$ cat config.mk
export PLATFORM = sky130hd
export DESIGN_NAME = coco_video_out
export DESIGN_NICKNAME = d
export VERILOG_FILES = /design/src/rtl/coco_video_pkg.sv /design/src/rtl/coco_video_meas.sv /design/src/rtl/coco_video_out.sv
export SDC_FILE = /design/constraint.sdc
export NUM_CORES = 1
export LEC_CHECK = 0
export CORE_UTILIZATION = 45
export CTS_CLUSTER_DIAMETER = 60
export DETAILED_ROUTE_END_ITERATION = 7
export DONT_BUFFER_PORTS = 1
export GPL_TIMING_DRIVEN = 0
export PLACE_DENSITY_LB_ADDON = 0.2
export SLEW_MARGIN = 20
export SYNTH_ARGS = -nofsm -noshare
export SYNTH_HDL_FRONTEND = slang
export SYNTH_HIERARCHICAL = 1
export SYNTH_SLANG_ARGS = --single-unit
$ cat constraint.sdc
create_clock -name clk -period 0.8 [get_ports clk]
set_input_delay 0 -clock clk [delete_from_list [all_inputs] [get_ports clk]]
set_output_delay 0 -clock clk [all_outputs]
set_load 0.02 [all_outputs]
$ cat src/rtl/coco_video_pkg.sv
// Shared types, limits and the colour-replication helper for the CoCo video output stage.
package coco_video_pkg;

  localparam int unsigned MEAS_W   = 12;
  localparam int unsigned MEAS_MAX = 4095;

  typedef enum logic [1:0] {
    IDLE,
    ACTIVE,
    WAIT_VS
  } meas_state_t;

  // MSB-first cyclic replication of an in_w-bit value, truncated to out_w bits.
  // When in_w >= out_w this reduces to value[in_w-1 -: out_w].
  function automatic logic [31:0] expand(input logic [31:0] value,
                                         input int unsigned in_w,
                                         input int unsigned out_w);
    logic [31:0] res;
    res = '0;
    for (int unsigned i = 0; i < 32; i++) begin
      if (i < out_w) res[5'(out_w - 1 - i)] = value[5'(in_w - 1 - (i % in_w))];
    end
    return res;
  endfunction

endpackage

$ cat src/rtl/coco_video_meas.sv
// Active-area measurement: counts active pixels per line and active lines per frame,
// latching the last complete frame on each vsync rising edge. Advances only on ce_pixel.
module coco_video_meas
  import coco_video_pkg::*;
(
  input  logic              clk,
  input  logic              reset,
  input  logic              ce_pixel,
  input  logic              de,
  input  logic              vsync,
  output logic [MEAS_W-1:0] h_active,
  output logic [MEAS_W-1:0] v_active,
  output logic              meas_valid
);

  localparam logic [MEAS_W-1:0] CNT_MAX = MEAS_W'(MEAS_MAX);

  meas_state_t       state_q, state_d;
  logic [MEAS_W-1:0] pix_q, pix_d;
  logic [MEAS_W-1:0] line_q, line_d;
  logic [MEAS_W-1:0] lw_q, lw_d;
  logic [MEAS_W-1:0] h_d, v_d;
  logic              valid_d;
  logic              vs_prev, de_prev;
  logic              vs_rise, de_fall;

  assign vs_rise = vsync & ~vs_prev;
  assign de_fall = de_prev & ~de;

  always_ff @(posedge clk or negedge reset) begin
    if (!reset) begin
      state_q    <= IDLE;
      pix_q      <= '0;
      line_q     <= '0;
      lw_q       <= '0;
      h_active   <= '0;
      v_active   <= '0;
      meas_valid <= 1'b0;
      vs_prev    <= 1'b0;
      de_prev    <= 1'b0;
    end else if (ce_pixel) begin
      state_q    <= state_d;
      pix_q      <= pix_d;
      line_q     <= line_d;
      lw_q       <= lw_d;
      h_active   <= h_d;
      v_active   <= v_d;
      meas_valid <= valid_d;
      vs_prev    <= vsync;
      de_prev    <= de;
    end
  end

  // A line ending on the vsync ce is folded into the counters before they are latched.
  always_comb begin
    state_d = state_q;
    pix_d   = pix_q;
    line_d  = line_q;
    lw_d    = lw_q;
    h_d     = h_active;
    v_d     = v_active;
    valid_d = meas_valid;
    case (state_q)
      IDLE: begin
        if (vs_rise) begin
          state_d = ACTIVE;
          pix_d   = '0;
          line_d  = '0;
          lw_d    = '0;
        end
      end
      ACTIVE: begin
        if (de) begin
          if (pix_q == CNT_MAX) state_d = WAIT_VS;
          else                  pix_d   = pix_q + MEAS_W'(1);
        end else if (de_fall) begin
          if (line_q == CNT_MAX) begin
            state_d = WAIT_VS;
          end else begin
            lw_d   = pix_q;
            pix_d  = '0;
            line_d = line_q + MEAS_W'(1);
          end
        end
        if (vs_rise) begin
          state_d = ACTIVE;
          h_d     = lw_d;
          v_d     = line_d;
          valid_d = 1'b1;
          pix_d   = '0;
          line_d  = '0;
          lw_d    = '0;
        end
      end
      WAIT_VS: begin
        if (vs_rise) begin
          state_d = ACTIVE;
          h_d     = (pix_q == CNT_MAX) ? pix_q : lw_q;
          v_d     = line_q;
          valid_d = 1'b1;
          pix_d   = '0;
          line_d  = '0;
          lw_d    = '0;
        end
      end
      default: state_d = IDLE;
    endcase
  end

endmodule

$ cat src/rtl/coco_video_out.sv
// CoCo video output stage: pixel clock-enable divider, colour expansion, blanking, aligned outputs.
// Define VIDEO_MEASURE_EN to build the active-area measurement unit (otherwise its outputs read 0).
module coco_video_out
  import coco_video_pkg::*;
#(
  parameter int unsigned IN_R_W = 5,
  parameter int unsigned IN_G_W = 6,
  parameter int unsigned IN_B_W = 5,
  parameter int unsigned OUT_W  = 8,
  parameter int unsigned CE_DIV = 2
) (
  input  logic              clk,
  input  logic              reset,
  input  logic [IN_R_W-1:0] red,
  input  logic [IN_G_W-1:0] green,
  input  logic [IN_B_W-1:0] blue,
  input  logic              hblank,
  input  logic              vblank,
  input  logic              hsync,
  input  logic              vsync,
  output logic              ce_pixel,
  output logic [OUT_W-1:0]  vga_r,
  output logic [OUT_W-1:0]  vga_g,
  output logic [OUT_W-1:0]  vga_b,
  output logic              vga_de,
  output logic              vga_hs,
  output logic              vga_vs,
  output logic [MEAS_W-1:0] h_active,
  output logic [MEAS_W-1:0] v_active,
  output logic              meas_valid
);

  localparam int unsigned DIV_W = (CE_DIV > 1) ? $clog2(CE_DIV) : 1;
  localparam logic [DIV_W-1:0] DIV_LAST = DIV_W'(CE_DIV - 1);

  logic [DIV_W-1:0] div_cnt, div_nxt;
  logic             de_c;

  assign de_c    = ~(hblank | vblank);
  assign div_nxt = (div_cnt == DIV_LAST) ? '0 : div_cnt + DIV_W'(1);

  // ce_pixel is registered alongside div_cnt so it is high exactly while div_cnt is last.
  always_ff @(posedge clk or negedge reset) begin
    if (!reset) begin
      div_cnt  <= '0;
      ce_pixel <= 1'b0;
    end else begin
      div_cnt  <= div_nxt;
      ce_pixel <= (div_nxt == DIV_LAST);
    end
  end

  // Every video signal passes through exactly one register stage, sampled on every clk.
  always_ff @(posedge clk or negedge reset) begin
    if (!reset) begin
      vga_r  <= '0;
      vga_g  <= '0;
      vga_b  <= '0;
      vga_de <= 1'b0;
      vga_hs <= 1'b0;
      vga_vs <= 1'b0;
    end else begin
      vga_r  <= de_c ? OUT_W'(expand(32'(red),   IN_R_W, OUT_W)) : '0;
      vga_g  <= de_c ? OUT_W'(expand(32'(green), IN_G_W, OUT_W)) : '0;
      vga_b  <= de_c ? OUT_W'(expand(32'(blue),  IN_B_W, OUT_W)) : '0;
      vga_de <= de_c;
      vga_hs <= hsync;
      vga_vs <= vsync;
    end
  end

`ifdef VIDEO_MEASURE_EN
  coco_video_meas u_meas (
    .clk        (clk),
    .reset      (reset),
    .ce_pixel   (ce_pixel),
    .de         (de_c),
    .vsync      (vsync),
    .h_active   (h_active),
    .v_active   (v_active),
    .meas_valid (meas_valid)
  );
`else
  assign h_active   = '0;
  assign v_active   = '0;
  assign meas_valid = 1'b0;
`endif

endmodule
# Word level (Yosys, flattened, before mapping)
# Index checks and enable logic that the tools add are counted.
[op_classes]
n_bitwise = 2
n_mux = 4
addsub = 1
[ops]
columns = ["op", "count"]
rows = [
  ["$mux 8", 3],
  ["$add 1x1->1 const B", 1],
  ["$mux 1", 1],
  ["$not 1->1", 1],
  ["$or 1x1->1", 1],
]
[word_totals]
input_bits = 22
ff_bits = 28
out_inout_bits = 53
word_cells = 14

# Depth between registers and ports, before layout
# Gate-level depths: netlist (run 1).
[depth]
depth_word = 2
mapped_depth = 3
mapped_depth_nobuf = 1

# Least setup slack after synthesis (run 1)
# Ideal clock, no wire load.
[synth_timing]
path_type = "register to output"
start = "register vga_b[5]"
end = "output vga_b[5]"
stages_incl_launch_ff = 2
required_time_ps = 800
slack_ps = 187
n_path_buf = 1
arrival_time_ps = 613
path_cell_list = "dfrtp_1 -> buf_4"
[synth_rtl]
columns = ["item", "line", "source"]
rows = [
  ["from (decl)", "coco_video_out.sv:24", "output logic [OUT_W-1:0] vga_b,"],
  ["from (signal assigned)", "coco_video_out.sv:65", "vga_b <= de_c ? OUT_W'(expand(32'(blue), IN_B_W, OUT_W)) : '0;"],
]
# No word-level cell between the ends.

# Worst setup path after layout (run 1)
[layout_timing]
start = "register vga_r[6]"
end = "output vga_r[6]"
[layout_rtl]
columns = ["item", "line", "source"]
rows = [
  ["from (decl)", "coco_video_out.sv:22", "output logic [OUT_W-1:0] vga_r,"],
  ["from (signal assigned)", "coco_video_out.sv:63", "vga_r <= de_c ? OUT_W'(expand(32'(red), IN_R_W, OUT_W)) : '0;"],
]
# No word-level cell between the ends.

==> Flow_metrics.wiki, run 1 <==
{| class="wikitable"
! Metric !! Value
|-
| Root Buffer || sky130_fd_sc_hd__clkbuf_4
|-
| Placer congestion estimate || roughly 0.54
|-
| Sequential-to-total area share from yosys stat || between 50% and 60%
|-
| Most common cell in the synthesized netlist || sky130_fd_sc_hd__buf_4
|-
| Result of the run || complete, but fails checks
|-
| Reg-to-reg setup timing slack || 0.17 ns
|-
| Count of synthesis-stage warnings from yosys || 6
|-
| Peak fanout along the critical path || 2
|-
| Largest net degree at the start of global routing || 21
|-
| Antenna cell count || 0
|-
| Unrepaired setup endpoints after global routing || true
|-
| Endpoints failing setup || 8
|-
| Post-synthesis cell type with the largest combined area || sky130_fd_sc_hd__dfrtp_1
|-
| Mean cell area of the mapped netlist || about 13 um2
|-
| Top Ports || 75
|-
| Initial antenna violation count || 0
|-
| Post-detail-place hpwl || 1108 um
|-
| Die W || 48.63 um
|-
| Arrival time worst endpoint || 0.94 ns
|-
| Synthesized instance count || 76
|-
| Area contributors post-synth || sky130_fd_sc_hd__dfrtp_1 (51%), sky130_fd_sc_hd__buf_4 (25%), sky130_fd_sc_hd__nor3b_2 (12%)
|-
| Worst Path Class, Setup || reg2out
|-
| Syn Std Cell Area || 978.4 um2
|-
| # Post-CTS Setup Buffers || 0
|-
| Leading cell types by count after synthesis || sky130_fd_sc_hd__buf_4 (33), sky130_fd_sc_hd__dfrtp_1 (20), sky130_fd_sc_hd__nor3b_2 (9)
|-
| Deepest level of the CTS H-tree || 1
|-
| Standard cell core area || 0.002002 mm2
|-
| Highest Clock Rate || 1067 MHz
|-
| Worst reg2reg startpoint || div_cnt
|-
| Cell Rows || 16
|-
| DR pass1 iterations || 2
|-
| Proportion of register bits with asynchronous set or reset after synthesis || 100.0%
|-
| Critical Path Sink Type || primary output
|-
| Die Y || 48.63 um
|-
| Measured slew at the worst slew-check pin || 0.8768 ns
|-
| I/O Buffers || 0
|-
| Critical path launch point || vga_r[6]
|-
| Wire length reported by the detailed router || 1806 um
|-
| Post-cts hold buffer count || 21
|-
| Initial Util || roughly half
|-
| Layout overhead on the synthesized area || 43.09%
|-
| Max-cap violations || 0
|-
| PD cells || about 1500 mW/mm2
|-
| Critical path buffers and inverters || 1
|-
| Clock latency of the later-clocked register in the worst-skew pair || 0.29 ns
|-
| Initial DRC count || 2
|-
| Number of buffers added by the clock tree synthesis step || 3
|-
| Class of the tightest hold or removal check || in2async
|-
| Combinational family with the most area after synthesis || buffers and inverters
|-
| Via count of the first global-routing pass || 610
|-
| CTS tree || built
|-
| Synthesized-area fraction occupied by and/or/nand/nor cells || 17.26%
|-
| CTS clk-pin slew, worst paths || ~0.11 ns
|-
| Worst endpoint required time || 0.80 ns
|-
| Tot Pwr || 2.151 mW
|-
| Post-DR vias/cell || approximately 3.8
|-
| Multiplexer share of the synthesized area || 0%
|-
| Final Worst Setup Slack || -0.1369 ns
|-
| Failing checks || negative hold slack, negative setup slack
|-
| Clock net sink count || 20
|-
| Xor-xnor portion of the synthesized cell area || 0%
|-
| Antenna Violating Nets Remaining || 0
|-
| Nature of the critical path startpoint || flop
|-
| Cell-by-cell trace of the critical path || buf_6
|-
| Number of pins exceeding their max-slew limit in the final report || 0
|-
| Full die area || between 0.002 and 0.0025 mm2
|-
| Hold Slack || -0.1207 ns
|-
| Total Negative Setup Slacks || -0.9226 ns
|-
| DRC viols || 0
|-
| Most used DFF post-synth || sky130_fd_sc_hd__dfrtp_1
|-
| IR drop worst, VDD || ~0.00085 V
|-
| Worst relative slew slack || 41.55%
|-
| Final critical-path required period || 0.9369 ns
|-
| Complex-gate fraction of the synthesized area || 0%
|-
| Number of nets at the end of the flow || 148
|-
| Count of flip-flops with a built-in enable after synthesis || 0
|-
| First-pass GRT wire length || 2746 um
|-
| Layout cells sized above 1 || 46.40%
|-
| Final count of hold timing violations || 20
|-
| Number of different library cells in the post-synthesis netlist || 9
|-
| Number of buffers between clock root and the deepest sink || 2
|-
| Final routed wire length divided by cell count || 11.88 um
|-
| Synthesis-stage register bit count || 20
|-
| Gr ovfl total || 0
|-
| Period utilisation layout || 117.1%
|-
| Proportion of netlist area held by the largest area contributor || approximately half
|-
| Static leakage || just over 0.7 nW
|-
| Overall Global Routing Usage || roughly 16%
|-
| Synth Area in Adders || 0%
|-
| Library cell contributing the largest single delay on the critical path || sky130_fd_sc_hd__dfrtp_2
|-
| Total via count after detailed routing || 581
|-
| CP delay by family, top || flip-flops
|-
| Max incr delay on CP || 0.49 ns
|-
| Clock skew || 0 ns
|}
==> logic make-up after synthesis <==
group,Yosys count
other,1
buffers and inverters,38
and+or+nand+nor,17
DFF,20
==> sequential cells by signal, indices dropped and copies added, names as in the netlist <==
| name | count |
|---|---|
| vga_de | 1 |
| vga_b | 5 |
| vga_hs | 1 |
| div_cnt | 1 |
| vga_g | 6 |
| vga_vs | 1 |
| vga_r | 5 |
==> repair_timing <==
item                       CTS  global route
setup endpoints to repair    8            34
hold endpoints to repair    38            20
gates resized for setup     16             3
pin swaps                    0             3
==> routing by layer <==
layer  GRT usage (%)  share of wire (%)  wire, um
met5               0                  0         0
met2           31.25                 59      1071
met3           1.572                6.8       122
met4           10.29                1.1        19
met1           14.63                 33       592
==> final cells by class <==
cell class / instances / area [um2]
fill: 144 / 601.8
sequential: 20 / 510.5
buffer: 37 / 340.3
multi-input combinational: 42 / 262.8
timing repair buffer: 21 / 212.7
clock buffer: 4 / 36.28
tap: 27 / 33.78
inverter: 1 / 3.754
==> final timing paths <==
check | end | depth (start not counted)
max reg2reg | div_cnt | 1
max | vga_r[6] | 1
max in group asynchronous | vga_b[5] | 1
min in group clk | vga_vs | 1
min | div_cnt | 1
min reg2reg | div_cnt | 1
==> through the flow <==
step / instance area [um2] / hold slack (ns) / std cells / setup WS [ns] / util [%]
global placement: 1102 / -0.2952 / 127 / 0.1745 / 55.06
global route: 1400 / -0.04486 / 152 / -0.1583 / 69.94
detailed placement: 1102 / -0.2953 / 127 / 0.1714 / 55.06
finish: 1400 / -0.1207 / 152 / -0.1369 / 69.94
CTS: 1389 / 0.2507 / 152 / -0.1360 / 69.38
floorplan: 1069 / -0.2956 / 100 / 0.1870 / -
==> power by group <==
group	total, mW	internal (mW)	leakage (nW)	switching, mW
Sequential	1.13	1.05	0.249	0.0734
Combinational	0.462	0.236	0.443	0.226
Clock	0.564	0.277	0.0210	0.286
Total	2.15	1.57	0.713	0.586
==> cells in the final DEF (no fill, tap or decap), types with 2 or more instances in the layout <==
cell type / count
sky130_fd_sc_hd__buf_12: 2
sky130_fd_sc_hd__buf_4: 25
sky130_fd_sc_hd__buf_6: 10
sky130_fd_sc_hd__clkbuf_4: 3
sky130_fd_sc_hd__conb_1: 25
sky130_fd_sc_hd__dfrtp_1: 12
sky130_fd_sc_hd__dfrtp_2: 8
sky130_fd_sc_hd__dlygate4sd3_1: 20
sky130_fd_sc_hd__nor3b_1: 7
sky130_fd_sc_hd__nor3b_2: 9
Note: power is estimated with default switching activity, not from simulation.
==> run 2: changes to the inputs <==
- HOLD_SLACK_MARGIN: default -> 0.03
- SETUP_SLACK_MARGIN: default -> 0.3
==> run 2 against run 1 <==
Compared with the run above: the flow still finishes with violations (negative hold slack, negative setup slack); combinational power is 8.0% lower; register-to-register slack improved by 0.04 ns; critical path depth stayed put; global-route usage is 0.83 points lower; die area is the same; design area fell by 5.4%; sequential cell count is the same; clock skew is the same; core utilization is 3.7 points lower.
==> Flow_metrics.wiki, run 2 (synthesized netlist as in run 1, its figures left out) <==
{| class="wikitable"
! Metric !! Value
|-
| # Post-CTS Setup Buffers || 0 (unchanged)
|-
| Top Registers || vga_g x6, vga_b x5, vga_r x5
|-
| Number of nets at the end of the flow || 141 (-4.7%)
|-
| Worst slack, placed || 0.2057 ns (+0.03427 ns)
|-
| Largest net degree at the start of global routing || 21 (unchanged)
|-
| Deepest level of the CTS H-tree || 1 (unchanged)
|-
| CTS clk-pin slew, worst paths || 0.11 ns (about the same)
|-
| Post-detail-place hpwl || 1157 um (+4.5%)
|-
| Post-DR vias/cell || 3.910 (+2.3%)
|-
| Filler cells || 163 (+13%)
|-
| PD cells || 1525 mW/mm2 (-0.76%)
|-
| Nature of the critical path startpoint || flop
|-
| Clock net sink count || 20 (unchanged)
|-
| Footprint of the multi-input gates || 272.8 um2 (+3.8%)
|-
| Arrival time worst endpoint || 0.92 ns (-0.02 ns)
|-
| Cell-by-cell trace of the critical path || buf_6
|-
| Tot Pwr || 2.020 mW (-6.1%)
|-
| Period utilisation layout || 114.6% (-2.5 points)
|-
| Clock latency of the later-clocked register in the worst-skew pair || 0.28 ns (about the same)
|-
| Post-cts hold buffer count || 14 (-33%)
|-
| Layout overhead on the synthesized area || 35.42%
|-
| Failing checks || negative hold slack, negative setup slack
|-
| Worst reg2reg startpoint || div_cnt
|-
| Cell count after placement || 127 (unchanged)
|-
| Cell Rows || 16 (unchanged)
|-
| Standard cell core area || 0.002002 mm2 (unchanged)
|-
| Final routed wire length divided by cell count || 11.19 um (-5.8%)
|-
| Top Ports || 75 (unchanged)
|-
| Final Worst Setup Slack || -0.1165 ns (+0.02039 ns)
|-
| Number of buffers between clock root and the deepest sink || 2 (unchanged)
|-
| Fin cells || 145 (-4.6%)
|-
| Flip-flop count of the largest register, all copies and words added || 6 (unchanged)
|-
| Initial DRC count || 4 (+2)
|-
| CTS tree || built
|-
| Wire length reported by the detailed router || 1623 um (-10%)
|-
| Commonest cells after routing, fill and taps aside || sky130_fd_sc_hd__buf_4 (25), sky130_fd_sc_hd__conb_1 (25), sky130_fd_sc_hd__dfrtp_2 (17)
|-
| Reg-to-reg setup timing slack || 0.21 ns (+0.04 ns)
|-
| Antenna cell count || 0 (unchanged)
|-
| Result of the run || complete, but fails checks
|-
| Library cell contributing the largest single delay on the critical path || sky130_fd_sc_hd__dfrtp_2
|-
| Hold Slack || -0.3578 ns (-0.2371 ns)
|-
| DRC viols || 0 (unchanged)
|-
| Die W || 48.63 um (unchanged)
|-
| Worst endpoint required time || 0.80 ns (about the same)
|-
| Register with the highest flop count || vga_g
|-
| Number of buffers added by the clock tree synthesis step || 3 (unchanged)
|-
| Unrepaired setup endpoints after global routing || true
|-
| Total via count after detailed routing || 567 (-2.4%)
|-
| Max-cap violations || 0 (unchanged)
|-
| I/O Buffers || 0 (unchanged)
|-
| Overall Global Routing Usage || 14.82% (-0.83 points)
|-
| Highest Clock Rate || 1091 MHz (+2.2%)
|-
| IR drop worst, VDD || 0.0008053 V (-5.7%)
|-
| Gr ovfl total || 0 (unchanged)
|-
| Root Buffer || sky130_fd_sc_hd__clkbuf_4
|-
| Endpoints failing setup || 8 (unchanged)
|-
| Final count of hold timing violations || 27 (+35%)
|-
| Reg-to-reg critical path endpoint || div_cnt
|-
| DR pass1 iterations || 4 (+2)
|-
| Die Y || 48.63 um (unchanged)
|-
| Placer congestion estimate || 0.6521 (+20%)
|-
| Max incr delay on CP || 0.48 ns (about the same)
|-
| Critical path launch point || vga_r[6]
|-
| R2R cell count || 1 (unchanged)
|-
| Initial antenna violation count || 0 (unchanged)
|-
| Clock skew || 0 ns (unchanged)
|-
| First-pass GRT wire length || 2566 um (-6.6%)
|-
| Static leakage || 0.6543 nW (-8.2%)
|-
| Worst Path Class, Setup || reg2out
|-
| Via count of the first global-routing pass || 522 (-14%)
|-
| Area used by sequential logic in the layout || 521.8 um2 (+2.2%)
|-
| Full die area || 0.002365 mm2 (unchanged)
|-
| Peak fanout along the critical path || 2 (unchanged)
|-
| Total number of cells along the worst setup path || 1 (unchanged)
|-
| Initial Util || 48.87% (unchanged)
|-
| Antenna Violating Nets Remaining || 0 (unchanged)
|-
| Critical path endpoint || vga_r[6]
|-
| Critical Path Sink Type || primary output
|-
| Number of pins exceeding their max-slew limit in the final report || 0 (unchanged)
|-
| Critical path buffers and inverters || 1 (unchanged)
|-
| Layout cells sized above 1 || 59.32% (+13 points)
|-
| CP delay by family, top || flip-flops
|-
| Class of the tightest hold or removal check || in2async
|-
| Final critical-path required period || 0.9165 ns (-0.02039 ns)
|}
==> run 2: layout make-up <==
class	count	area share [%]
Inverter	1	0.2833
Multi-Input combinational cell	42	20.59
Clock buffer	4	1.983
Buffer	37	25.02
Tap cell	27	2.550
Timing Repair Buffer	14	10.20
Sequential cell	20	39.38
==> run 2: metal layers <==
metal  GRT usage, %  wire, um
met1          16.39       543
met2          26.16       917
met3          2.830       143
met4          8.824        19
met5              0         0
==> run 2: stage by stage <==
step                util, %  instance area, um2  setup TNS, ns
floorplan                 -                1110              0
global placement      57.13                1144              0
detailed placement    57.13                1144              0
CTS                   65.81                1318         -2.480
global route          66.19                1325         -1.143
finish                66.19                1325        -0.8531
==> run 2: worst min path at each step <==
| stage | startpoint | to | slack (ns) | depth (start not counted) |
|---|---|---|---|---|
| detailed placement | reset | vga_r[2] | -0.30 | 0 |
| floorplan | reset | div_cnt | -0.30 | 0 |
| global route | reset | vga_de | -0.34 | 1 |
| finish | reset | vga_r[5] | -0.36 | 1 |
| global placement | reset | vga_r[2] | -0.30 | 0 |
| CTS | red[2] | vga_r[5] | -0.15 | 1 |
==> run 2: repair_timing <==
| item | 4_1_cts | 5_1_grt |
|---|---|---|
| setup endpoints to repair | 29 | 51 |
| endpoints found under the hold margin | 38 | 27 |
| resized for setup | 6 | 8 |
| pin swaps | 0 | 0 |
==> run 2: where the power goes <==
group	leakage, nW	internal [mW]	switching [mW]
logic	0.403	0.208	0.217
registers	0.236	1.05	0.0725
clock network	0.0150	0.193	0.275
